<file path="config.mk">
export PLATFORM = sky130hd
export DESIGN_NAME = bp_update_queue_flat
export DESIGN_NICKNAME = d
export VERILOG_FILES = /design/src/rtl/bp_update_queue_pkg.sv /design/src/rtl/bp_update_queue_if.sv /design/src/rtl/bp_update_queue_fifo.sv /design/src/rtl/bp_update_queue.sv /design/src/flat_wrapper.sv
export SDC_FILE = /design/constraint.sdc
export NUM_CORES = 1
export LEC_CHECK = 0
export ABC_AREA = 1
export BUFFER_PORTS_ARGS = -buffer_cell sky130_fd_sc_hd__buf_4
export CORE_ASPECT_RATIO = 0.8
export CORE_MARGIN = 8
export CORE_UTILIZATION = 50
export CTS_BUF_LIST = sky130_fd_sc_hd__clkbuf_2 sky130_fd_sc_hd__clkbuf_4 sky130_fd_sc_hd__clkbuf_8
export CTS_CLUSTER_DIAMETER = 100
export DETAILED_ROUTE_END_ITERATION = 10
export PLACE_DENSITY = 0.69
export SYNTH_ARGS = -nofsm -noshare
export SYNTH_HDL_FRONTEND = slang
export SYNTH_SLANG_ARGS = --single-unit
</file>
<file path="constraint.sdc">
create_clock -name clock -period 6 [get_ports clock]
set_input_delay 1.2 -clock clock [delete_from_list [all_inputs] [get_ports clock]]
set_output_delay 1.2 -clock clock [all_outputs]
set_load 0.02 [all_outputs]
</file>
<file path="src/rtl/bp_update_queue_pkg.sv">
// Shared types for the branch-predictor update queue: the queued entry and sizing defaults.
// Optional same-cycle bypass of an empty queue is enabled by defining BP_UPDATE_BYPASS_EN.
`ifndef BRANCH_HISTORY_REG_SZ
`define BRANCH_HISTORY_REG_SZ 4
`endif
`ifndef BP_UPDATE_QUEUE_DEPTH
`define BP_UPDATE_QUEUE_DEPTH 8
`endif

package bp_update_queue_pkg;
  localparam int ADDR_W = 32;
  localparam int BHR_W  = `BRANCH_HISTORY_REG_SZ;
  localparam int QDEPTH = `BP_UPDATE_QUEUE_DEPTH;

  typedef logic [ADDR_W-1:0] ADDR;

  typedef struct packed {
    ADDR              pc;
    ADDR              target;
    logic             taken;
    logic [BHR_W-1:0] bhr;
  } BP_UPDATE_ENTRY;

  // A target mismatch only matters when the branch was actually taken.
  function automatic logic is_mispredict(logic taken, logic pred_taken, ADDR target, ADDR pred_target);
    return (taken != pred_taken) || (taken && (target != pred_target));
  endfunction
endpackage

</file>
<file path="src/rtl/bp_update_queue_if.sv">
// Bundle between execute/fetch/predictor and the update queue; slave is the queue side.
interface bp_update_queue_if import bp_update_queue_pkg::*; #(
  parameter int BHR_DEPTH   = BHR_W,
  parameter int QUEUE_DEPTH = QDEPTH
) ();
  logic                         pred_valid;
  logic                         pred_taken;
  logic                         res_valid;
  logic                         res_ready;
  ADDR                          res_pc;
  logic                         res_taken;
  ADDR                          res_target;
  logic                         res_pred_taken;
  ADDR                          res_pred_target;
  logic [BHR_DEPTH-1:0]         res_bhr;
  logic                         wr_en;
  logic                         wr_taken;
  ADDR                          wr_target;
  ADDR                          wr_pc;
  logic [BHR_DEPTH-1:0]         wr_bhr;
  logic [BHR_DEPTH-1:0]         spec_bhr;
  logic                         mispredict;
  ADDR                          redirect_pc;
  logic [$clog2(QUEUE_DEPTH):0] count;

  modport slave (
    input  pred_valid, pred_taken, res_valid, res_pc, res_taken, res_target,
           res_pred_taken, res_pred_target, res_bhr,
    output res_ready, wr_en, wr_taken, wr_target, wr_pc, wr_bhr, spec_bhr,
           mispredict, redirect_pc, count
  );

  modport master (
    output pred_valid, pred_taken, res_valid, res_pc, res_taken, res_target,
           res_pred_taken, res_pred_target, res_bhr,
    input  res_ready, wr_en, wr_taken, wr_target, wr_pc, wr_bhr, spec_bhr,
           mispredict, redirect_pc, count
  );
endinterface

</file>
<file path="src/rtl/bp_update_queue_fifo.sv">
// Circular FIFO of predictor update entries; DEPTH must be a power of two so pointers wrap naturally.
module bp_update_fifo import bp_update_queue_pkg::*; #(
  parameter int DEPTH = QDEPTH
) (
  input  logic                     clk,
  input  logic                     rst,
  input  logic                     push_i,
  input  BP_UPDATE_ENTRY           din_i,
  input  logic                     pop_i,
  output BP_UPDATE_ENTRY           dout_o,
  output logic [$clog2(DEPTH):0]   count_o
);
  localparam int PW = $clog2(DEPTH);
  localparam int CW = PW + 1;

  BP_UPDATE_ENTRY mem_q [DEPTH];
  logic [PW-1:0]  head_q, head_d, tail_q, tail_d;
  logic [CW-1:0]  count_q, count_d;

  always_comb begin
    head_d  = head_q;
    tail_d  = tail_q;
    count_d = count_q + CW'(push_i) - CW'(pop_i);
    if (push_i) tail_d = tail_q + 1'b1;
    if (pop_i)  head_d = head_q + 1'b1;
  end

  always_ff @(posedge clk or posedge rst) begin
    if (rst) begin
      head_q  <= '0;
      tail_q  <= '0;
      count_q <= '0;
    end else begin
      head_q  <= head_d;
      tail_q  <= tail_d;
      count_q <= count_d;
    end
  end

  // Storage needs no reset: count gates every read.
  always_ff @(posedge clk) begin
    if (push_i) mem_q[tail_q] <= din_i;
  end

  assign dout_o  = mem_q[head_q];
  assign count_o = count_q;
endmodule

</file>
<file path="src/rtl/bp_update_queue.sv">
// Orders resolved branches into the predictor write port, owns speculative history, flags mispredicts.
// Define BP_UPDATE_BYPASS_EN to let an accept into an empty queue reach the write port the same cycle.
module bp_update_queue import bp_update_queue_pkg::*; #(
  parameter int BHR_DEPTH   = BHR_W,
  parameter int QUEUE_DEPTH = QDEPTH
) (
  input  logic             clock,
  input  logic             reset,
  bp_update_queue_if.slave bus
);
  localparam int CW = $clog2(QUEUE_DEPTH) + 1;

  logic                 ready, accept, mis, push, pop, bypass;
  BP_UPDATE_ENTRY       res_ent, head_ent, wr_ent;
  logic [CW-1:0]        fifo_count;
  logic [BHR_DEPTH-1:0] spec_bhr_q, spec_bhr_d;
  logic                 mis_q, mis_d;
  ADDR                  redirect_q, redirect_d;

  assign ready   = fifo_count < CW'(QUEUE_DEPTH);
  assign accept  = bus.res_valid && ready;
  assign mis     = is_mispredict(bus.res_taken, bus.res_pred_taken, bus.res_target, bus.res_pred_target);
  assign res_ent = '{pc: bus.res_pc, target: bus.res_target, taken: bus.res_taken, bhr: bus.res_bhr};

`ifdef BP_UPDATE_BYPASS_EN
  assign bypass = accept && (fifo_count == '0);
`else
  assign bypass = 1'b0;
`endif

  // The predictor never back-pressures, so any occupied head is consumed this cycle.
  assign pop  = fifo_count != '0;
  assign push = accept && !bypass;

  bp_update_fifo #(.DEPTH(QUEUE_DEPTH)) u_fifo (
    .clk     (clock),
    .rst     (reset),
    .push_i  (push),
    .din_i   (res_ent),
    .pop_i   (pop),
    .dout_o  (head_ent),
    .count_o (fifo_count)
  );

  always_comb begin
    wr_ent = head_ent;
    if (bypass) wr_ent = res_ent;
  end

  // A mispredict rebuilds history from the branch's own snapshot; same-cycle fetch is wrong-path.
  always_comb begin
    spec_bhr_d = spec_bhr_q;
    mis_d      = 1'b0;
    redirect_d = redirect_q;
    if (accept && mis) begin
      spec_bhr_d = {bus.res_bhr[BHR_DEPTH-2:0], bus.res_taken};
      mis_d      = 1'b1;
      redirect_d = bus.res_taken ? bus.res_target : bus.res_pc + ADDR'(4);
    end else if (bus.pred_valid) begin
      spec_bhr_d = {spec_bhr_q[BHR_DEPTH-2:0], bus.pred_taken};
    end
  end

  always_ff @(posedge clock or posedge reset) begin
    if (reset) begin
      spec_bhr_q <= '0;
      mis_q      <= 1'b0;
      redirect_q <= '0;
    end else begin
      spec_bhr_q <= spec_bhr_d;
      mis_q      <= mis_d;
      redirect_q <= redirect_d;
    end
  end

  assign bus.res_ready   = ready;
  assign bus.wr_en       = pop || bypass;
  assign bus.wr_pc       = wr_ent.pc;
  assign bus.wr_target   = wr_ent.target;
  assign bus.wr_taken    = wr_ent.taken;
  assign bus.wr_bhr      = wr_ent.bhr;
  assign bus.spec_bhr    = spec_bhr_q;
  assign bus.mispredict  = mis_q;
  assign bus.redirect_pc = redirect_q;
  assign bus.count       = fifo_count;
endmodule

</file>
<file path="src/flat_wrapper.sv">
// flat-port wrapper written by rule: the top's interface ports become plain ports
module bp_update_queue_flat import bp_update_queue_pkg::*;
#(
  parameter int BHR_DEPTH   = BHR_W,
  parameter int QUEUE_DEPTH = QDEPTH
)
  (clock, reset, bus_pred_valid, bus_pred_taken, bus_res_valid, bus_res_pc, bus_res_taken, bus_res_target, bus_res_pred_taken, bus_res_pred_target, bus_res_bhr, bus_res_ready, bus_wr_en, bus_wr_taken, bus_wr_target, bus_wr_pc, bus_wr_bhr, bus_spec_bhr, bus_mispredict, bus_redirect_pc, bus_count);
  bp_update_queue_if #(.BHR_DEPTH(BHR_DEPTH), .QUEUE_DEPTH(QUEUE_DEPTH)) bus_i ();
  input  logic clock;
  input  logic reset;
  input wire logic [$bits(bus_i.pred_valid)-1:0] bus_pred_valid;
  input wire logic [$bits(bus_i.pred_taken)-1:0] bus_pred_taken;
  input wire logic [$bits(bus_i.res_valid)-1:0] bus_res_valid;
  input wire logic [$bits(bus_i.res_pc)-1:0] bus_res_pc;
  input wire logic [$bits(bus_i.res_taken)-1:0] bus_res_taken;
  input wire logic [$bits(bus_i.res_target)-1:0] bus_res_target;
  input wire logic [$bits(bus_i.res_pred_taken)-1:0] bus_res_pred_taken;
  input wire logic [$bits(bus_i.res_pred_target)-1:0] bus_res_pred_target;
  input wire logic [$bits(bus_i.res_bhr)-1:0] bus_res_bhr;
  output wire logic [$bits(bus_i.res_ready)-1:0] bus_res_ready;
  output wire logic [$bits(bus_i.wr_en)-1:0] bus_wr_en;
  output wire logic [$bits(bus_i.wr_taken)-1:0] bus_wr_taken;
  output wire logic [$bits(bus_i.wr_target)-1:0] bus_wr_target;
  output wire logic [$bits(bus_i.wr_pc)-1:0] bus_wr_pc;
  output wire logic [$bits(bus_i.wr_bhr)-1:0] bus_wr_bhr;
  output wire logic [$bits(bus_i.spec_bhr)-1:0] bus_spec_bhr;
  output wire logic [$bits(bus_i.mispredict)-1:0] bus_mispredict;
  output wire logic [$bits(bus_i.redirect_pc)-1:0] bus_redirect_pc;
  output wire logic [$bits(bus_i.count)-1:0] bus_count;
  assign bus_i.pred_valid = bus_pred_valid;
  assign bus_i.pred_taken = bus_pred_taken;
  assign bus_i.res_valid = bus_res_valid;
  assign bus_i.res_pc = bus_res_pc;
  assign bus_i.res_taken = bus_res_taken;
  assign bus_i.res_target = bus_res_target;
  assign bus_i.res_pred_taken = bus_res_pred_taken;
  assign bus_i.res_pred_target = bus_res_pred_target;
  assign bus_i.res_bhr = bus_res_bhr;
  assign bus_res_ready = bus_i.res_ready;
  assign bus_wr_en = bus_i.wr_en;
  assign bus_wr_taken = bus_i.wr_taken;
  assign bus_wr_target = bus_i.wr_target;
  assign bus_wr_pc = bus_i.wr_pc;
  assign bus_wr_bhr = bus_i.wr_bhr;
  assign bus_spec_bhr = bus_i.spec_bhr;
  assign bus_mispredict = bus_i.mispredict;
  assign bus_redirect_pc = bus_i.redirect_pc;
  assign bus_count = bus_i.count;
  bp_update_queue #(.BHR_DEPTH(BHR_DEPTH), .QUEUE_DEPTH(QUEUE_DEPTH)) u_core (.clock(clock), .reset(reset), .bus(bus_i));
endmodule
</file>
# Word-level counts from Yosys, hierarchy flattened
# Memories as Yosys holds them, arrays and structs flattened.
# Cells that the tools add are included.
[classes]
n_addsub = 5
order_cmp = 1
n_eq_ne = 2
mux = 6
reduce_logical = 6
[op_table]
columns = ["operator", "n"]
rows = [
  ["32-bit by 3-bit adder with 32-bit output, second input constant", 1],
  ["32-bit two-way mux", 1],
  ["32-bit inequality test", 1],
  ["4-bit two-way mux", 2],
  ["3-bit by 1-bit adder with 3-bit output, second input constant", 2],
  ["4-bit by 1-bit adder with 4-bit output", 1],
  ["4-bit < comparator, second input constant", 1],
  ["4-bit nonzero test", 1],
  ["4-bit by 1-bit subtractor with 4-bit output", 1],
  ["1-bit logical AND", 3],
  ["1-bit two-way mux", 3],
  ["2-bit nonzero test", 1],
  ["1-bit logical OR", 1],
  ["1-bit inequality test", 1],
]
[word_totals]
reg_bits = 47
ram_bits = 552
in_bits = 107
output_inout_bits = 112
elab_cells = 27
mem_count = 1
[memory_table]
columns = ["memory", "words", "word_bits", "rd", "rd_clocked_by_memory_dff", "write_ports", "line_no", "text"]
rows = [
  ["u_core.u_fifo.mem_q", 8, 69, 1, 0, 1, "bp_update_queue_fifo.sv:16", "BP_UPDATE_ENTRY mem_q [DEPTH];"],
]

# Longest topological paths before layout
[logic_depth]
word_depth = 5
mapped_depth = 14
mapped_depth_nobuf = 14

# Hierarchy
# From an unflattened synthesis, not the netlist that was laid out.
[hier_totals]
cells_unflattened = 2970
hier_area_um2 = 27755.4
[by_module_without_submodules]
columns = ["module", "instances", "cells_per_inst", "area_each_um2", "seq_area_each_um2"]
rows = [
  ["bp_update_fifo", 1, 2447, 24603.6, 16826.1],
  ["bp_update_queue", 1, 523, 3151.8, 925.9],
]

# Worst setup path before layout
# OpenSTA, ideal clock, no wires.
[synth_timing]
kind = "input -> register"
start = "input bus_res_valid"
end = "memory u_core.u_fifo.mem_q[0][0] (netlist name) (enable)"
setup_time_ns = 0.496
arrival_ns = 4.503
t_required_ns = 5.504
path_slack_ns = 1.001
cell_stages = 3
path_buffers = 0
cell_sequence = "nand2_1 or2_2 nor2_1"
[synth_between]
elab_chain_len = 3
[synth_lines]
columns = ["item", "line_no", "text"]
rows = [
  ["from (decl)", "flat_wrapper.sv:13", "input wire logic [$bits(bus_i.res_valid)-1:0] bus_res_valid;"],
  ["1-bit logical AND", "bp_update_queue.sv:21", "assign accept = bus.res_valid && ready;"],
  ["1-bit two-way mux", "bp_update_queue_fifo.sv:42", "if (push_i) mem_q[tail_q] <= din_i;"],
  ["1-bit two-way mux (not written as such)", "bp_update_queue_fifo.sv:42", ""],
  ["to (decl)", "bp_update_queue_fifo.sv:16", ""],
]
# No other way between the ends.

# Worst setup path in the final report
[layout_timing]
start = "register u_core.u_fifo.head_q[1]"
end = "output bus_wr_pc[0]"
[layout_between]
elab_chain_len = 1
[layout_lines]
columns = ["item", "line_no", "text"]
rows = [
  ["from (decl)", "bp_update_queue_fifo.sv:17", "logic [PW-1:0] head_q, head_d, tail_q, tail_d;"],
  ["from (signal assigned)", "bp_update_queue_fifo.sv:30", "head_q <= '0;"],
  ["from (signal assigned)", "bp_update_queue_fifo.sv:34", "head_q <= head_d;"],
  ["memory read 8 x 69 bit", "--", ""],
  ["to (decl)", "flat_wrapper.sv:24", "output wire logic [$bits(bus_i.wr_pc)-1:0] bus_wr_pc;"],
]
# No other way between the ends.

==> results.md <==
- Global routing met3 resource utilization: 0.0661
- Count of cell types in the netlist: 38
- Hold Buf Count CTS: 0
- Total vias in the final route: 17300
- DRC violations left: 0
- Power, Total: 14.0 mW
- Final period util: 0.808
- Cell internal pwr: 8.62 mW
- Run status: complete, no violations
- Number of global-route vias before repair: 16900
- Endpoint required time on the critical path: 4800 ps
- Clock skew: 21.3 ps
- Wire length of the first global-routing pass: 102 mm
- Number of standard cells in the final layout excluding fillers: 3070
- Arrival time reported for the critical path endpoint: 3650 ps
- Synth Instances: 2136
- Areal power density over the cells: 486 nW/um^2
- Type of the most critical hold path: reg -> reg
- Switching Fraction: 0.384
- Detail-routed via count per cell: 5.64
- Wirelength, routed: 67.7 mm
- Maximum VDD drop: 0.351 mV
- Effective utilization at floorplan: 0.503
- Dpl ws: 1820 ps
- Minimum clock period after layout: 4850 ps
- Most common cell on crit path: sky130_fd_sc_hd__buf_4
- Die X: 265 um
- Number of placed I/O pins: 219
- First DRT Iteration DRCs: 1935
- TritonCTS clock tree: done
- Number of detailed-routing iterations run before antenna repair: 6
- Number of max-slew violations in the final report: 0
- Area of the mapped netlist: 24800 sq um
- Max cap viols: 0
- Clock buffer depth: 3
- Area grow syn2layout: 16.1%
- Synthesis-stage register bit count: 599
- # placed instances: 2897
- Type of destination of the critical path: primary output
- CTS sink cnt: 599
- IO Port Bufs: 218
- Largest net degree at the start of global routing: 167
- Post-Synthesis Mean Instance Area: 11.6 sq um
- Share of Yosys cell area claimed by the top area cell type: 0.668
- Clock latency at the later pin of the worst-skew pair: 670 ps
- Setup repair after global routing missed its margin: no
- Clock buffers created by TritonCTS: 90
- Final weighted congestion in routability-driven placement: 0.895
- Proportion of layout cells with a drive suffix above 1: 0.174
- Largest cells by area after synthesis: sky130_fd_sc_hd__edfxtp_1 67%, sky130_fd_sc_hd__nor2_1 8.2%, sky130_fd_sc_hd__o21ai_0 5.9%
- Met2 layer usage reported by global route: 0.346
- Clock share of power: 0.233
- Cells along the critical path: inv_4, buf_4, buf_4, o21ai_0, o22ai_1, nor2_1, a31oi_1, buf_4
- Fraction of power consumed by combinational cells: 0.378
- Antenna Nets Post-Route: 0
- Leading area contributor after synthesis: sky130_fd_sc_hd__edfxtp_1
- Antenna violations before repair: 10
- Die Outline Area: 57000 sq um
- Largest incremental delay on the critical path: 760 ps
- Final nets: 2468
- Cell at the root of the clock tree: sky130_fd_sc_hd__clkbuf_8
- Post-layout utilization of the core: 0.584
- Worst setup slack for register-to-register paths: 3010 ps
- Delay-heaviest family, CP: buffers and inverters
- Worst Path Max Fanout: 71
- Buffers inserted by post-CTS timing repair: 0
- Clock-pin slew of the registers on the worst-case setup and hold paths: 60 ps
- Share of the yosys chip area belonging to registers: 0.716
- Slew at the pin closest to its max-slew limit: 983 ps
- Clock H-tree levels: 3
- Critical Path Source Type: flop
- Max Freq: 0.206 GHz
- Height of the chip: 215 um
- Placed Instance Area: 27000 sq um
- Worst Slack Setup Final: 1150 ps
- Number of inserted filler cells in the final layout: 3994
- Number of rows in the core area: 73
- Net count after synthesis: 2252
- Reg power frac: 0.389
- Buffers and inverters on the worst path: 4
- Switching power: 5.38 mW
- Library cell contributing the largest single delay on the critical path: sky130_fd_sc_hd__dfrtp_4
- Final HPWL from detailed placement: 40.7 mm
- Category of the critical setup timing path: reg -> out
- Worst hold margin: 490 ps
- Finish-stage setup viols: 0
- Highest-utilization routing layer at the global route stage: met2
- Syn. warnings: 0
- Remaining global-route overflow: 0
- Headroom to the max-slew limit: 0.343
- Global Route Usage Sum: 0.233
- Area of the placeable core: 49300 sq um
- Number of resized instances in the post-cts repair step: 0
- WL/cell: 22.1 um
- Leakage dissipation: 10.5 nW
- Number of endpoints with negative hold slack in the final report: 0
- Area of all placed cells without fillers: 28800 sq um
- Total negative setup slack: 0 ps
- Met1 demand-to-capacity share in global routing: 0.323
==> cell type report <==
type / instances / area (sq um) / share of cell area
antenna: 7 / 17.5 / 0.000609
clock buffer: 142 / 1670 / 0.0579
clock inverter: 24 / 111 / 0.00387
inverter: 84 / 328 / 0.0114
multi-input combinational: 1333 / 6210 / 0.216
sequential: 599 / 17800 / 0.617
tap: 637 / 797 / 0.0277
timing repair buffer: 244 / 1890 / 0.0658
==> cells in the mapped netlist (all sizes together) <==
master	n
nor3	15
nand3b	1
nand4	12
o21bai	1
a31oi	70
o31ai	1
or2	6
o21ai	317
inv	83
buf	60
xor2	19
a22oi	1
nand2	225
nor2	542
dfrtp	47
o22ai	69
mux2i	2
edfxtp	552
clkinv	1
a21oi	6
clkbuf	60
fa	1
and2	1
ha	8
xnor2	11
nand3	25
==> kinds of logic after synthesis <==
logic type	after synthesis	share of synthesized area
AO/OA/AOI/OAI	465	0.101
XOR/XNOR	30	0.0106
adder cells (fa/ha/maj)	9	0.00484
buffers and inverters	204	0.0363
flip-flops	599	0.716
multiplexers	2	0.000807
AND/OR/NAND/NOR	827	0.131
==> power groups by stage <==
stage	Sequential, mW	Combinational, mW	Clock [mW]
global route	5.49	5.78	3.51
detailed placement	5.52	5.33	0
CTS	5.44	5.35	3.33
global placement	5.51	5.24	0
floorplan	5.50	3.24	0
finish	5.45	5.29	3.27
==> worst paths after layout <==
kind	from	to	depth (start not counted)
min in group asynchronous	reset	u_core.u_fifo.count_o[3]	3
max	u_core.u_fifo.head_q[1]	bus_wr_pc[0]	8
max in group asynchronous	reset	u_core.u_fifo.head_q[1]	3
min	u_core.bus.redirect_pc[27]	u_core.bus.redirect_pc[27]	2
min reg2reg	u_core.bus.redirect_pc[27]	u_core.bus.redirect_pc[27]	2
max reg2reg	u_core.u_fifo.count_o[3]	u_core.u_fifo.mem_q[1][47]	6
==> cells in the final DEF (no fill, tap or decap), types with 2 or more instances in the layout <==
cell and instances:
sky130_fd_sc_hd__buf_4 239, sky130_fd_sc_hd__o22ai_1 69, sky130_fd_sc_hd__a21oi_1 6, sky130_fd_sc_hd__a31oi_1 70, sky130_fd_sc_hd__o21ai_0 294, sky130_fd_sc_hd__inv_1 78
sky130_fd_sc_hd__or2_2 5, sky130_fd_sc_hd__inv_4 3, sky130_fd_sc_hd__dfrtp_4 2, sky130_fd_sc_hd__mux2i_1 2, sky130_fd_sc_hd__clkinv_1 15, sky130_fd_sc_hd__dfrtp_1 45
sky130_fd_sc_hd__ha_1 8, sky130_fd_sc_hd__nor3_1 14, sky130_fd_sc_hd__nor2_1 532, sky130_fd_sc_hd__xor2_1 19, sky130_fd_sc_hd__clkinv_2 6, sky130_fd_sc_hd__nand2_1 223
sky130_fd_sc_hd__nand2_2 2, sky130_fd_sc_hd__clkinv_4 2, sky130_fd_sc_hd__nand3_1 23, sky130_fd_sc_hd__clkbuf_8 96, sky130_fd_sc_hd__diode_2 7, sky130_fd_sc_hd__o21ai_1 23
sky130_fd_sc_hd__clkbuf_4 46, sky130_fd_sc_hd__buf_12 5, sky130_fd_sc_hd__nor2_2 2, sky130_fd_sc_hd__nand4_1 12, sky130_fd_sc_hd__inv_2 2, sky130_fd_sc_hd__xnor2_1 11
sky130_fd_sc_hd__nor2_4 8, sky130_fd_sc_hd__edfxtp_1 552
==> tightest hold or removal path: cells and delay by family, from the launching register on <==
kind,cells,cell delay [ps]
AND/OR/NAND/NOR,2,110
flip-flops,1,350
==> metal layers <==
layer  routed length (um)  share of wire
met3                 6490          0.096
met5                   22        0.00032
met1                28700           0.42
met2                30500           0.45
met4                 2050          0.030
==> registers in the layout, indices dropped and copies added (netlist names) <==
name / count
u_core.u_fifo.count_o: 4
u_core.u_fifo.head_q: 3
u_core.u_fifo.mem_q: 552
u_core.bus.redirect_pc: 32
u_core.u_fifo.tail_q: 3
u_core.bus.mispredict: 1
u_core.bus.spec_bhr: 4
No activity file was read; power rests on OpenSTA's default activity.
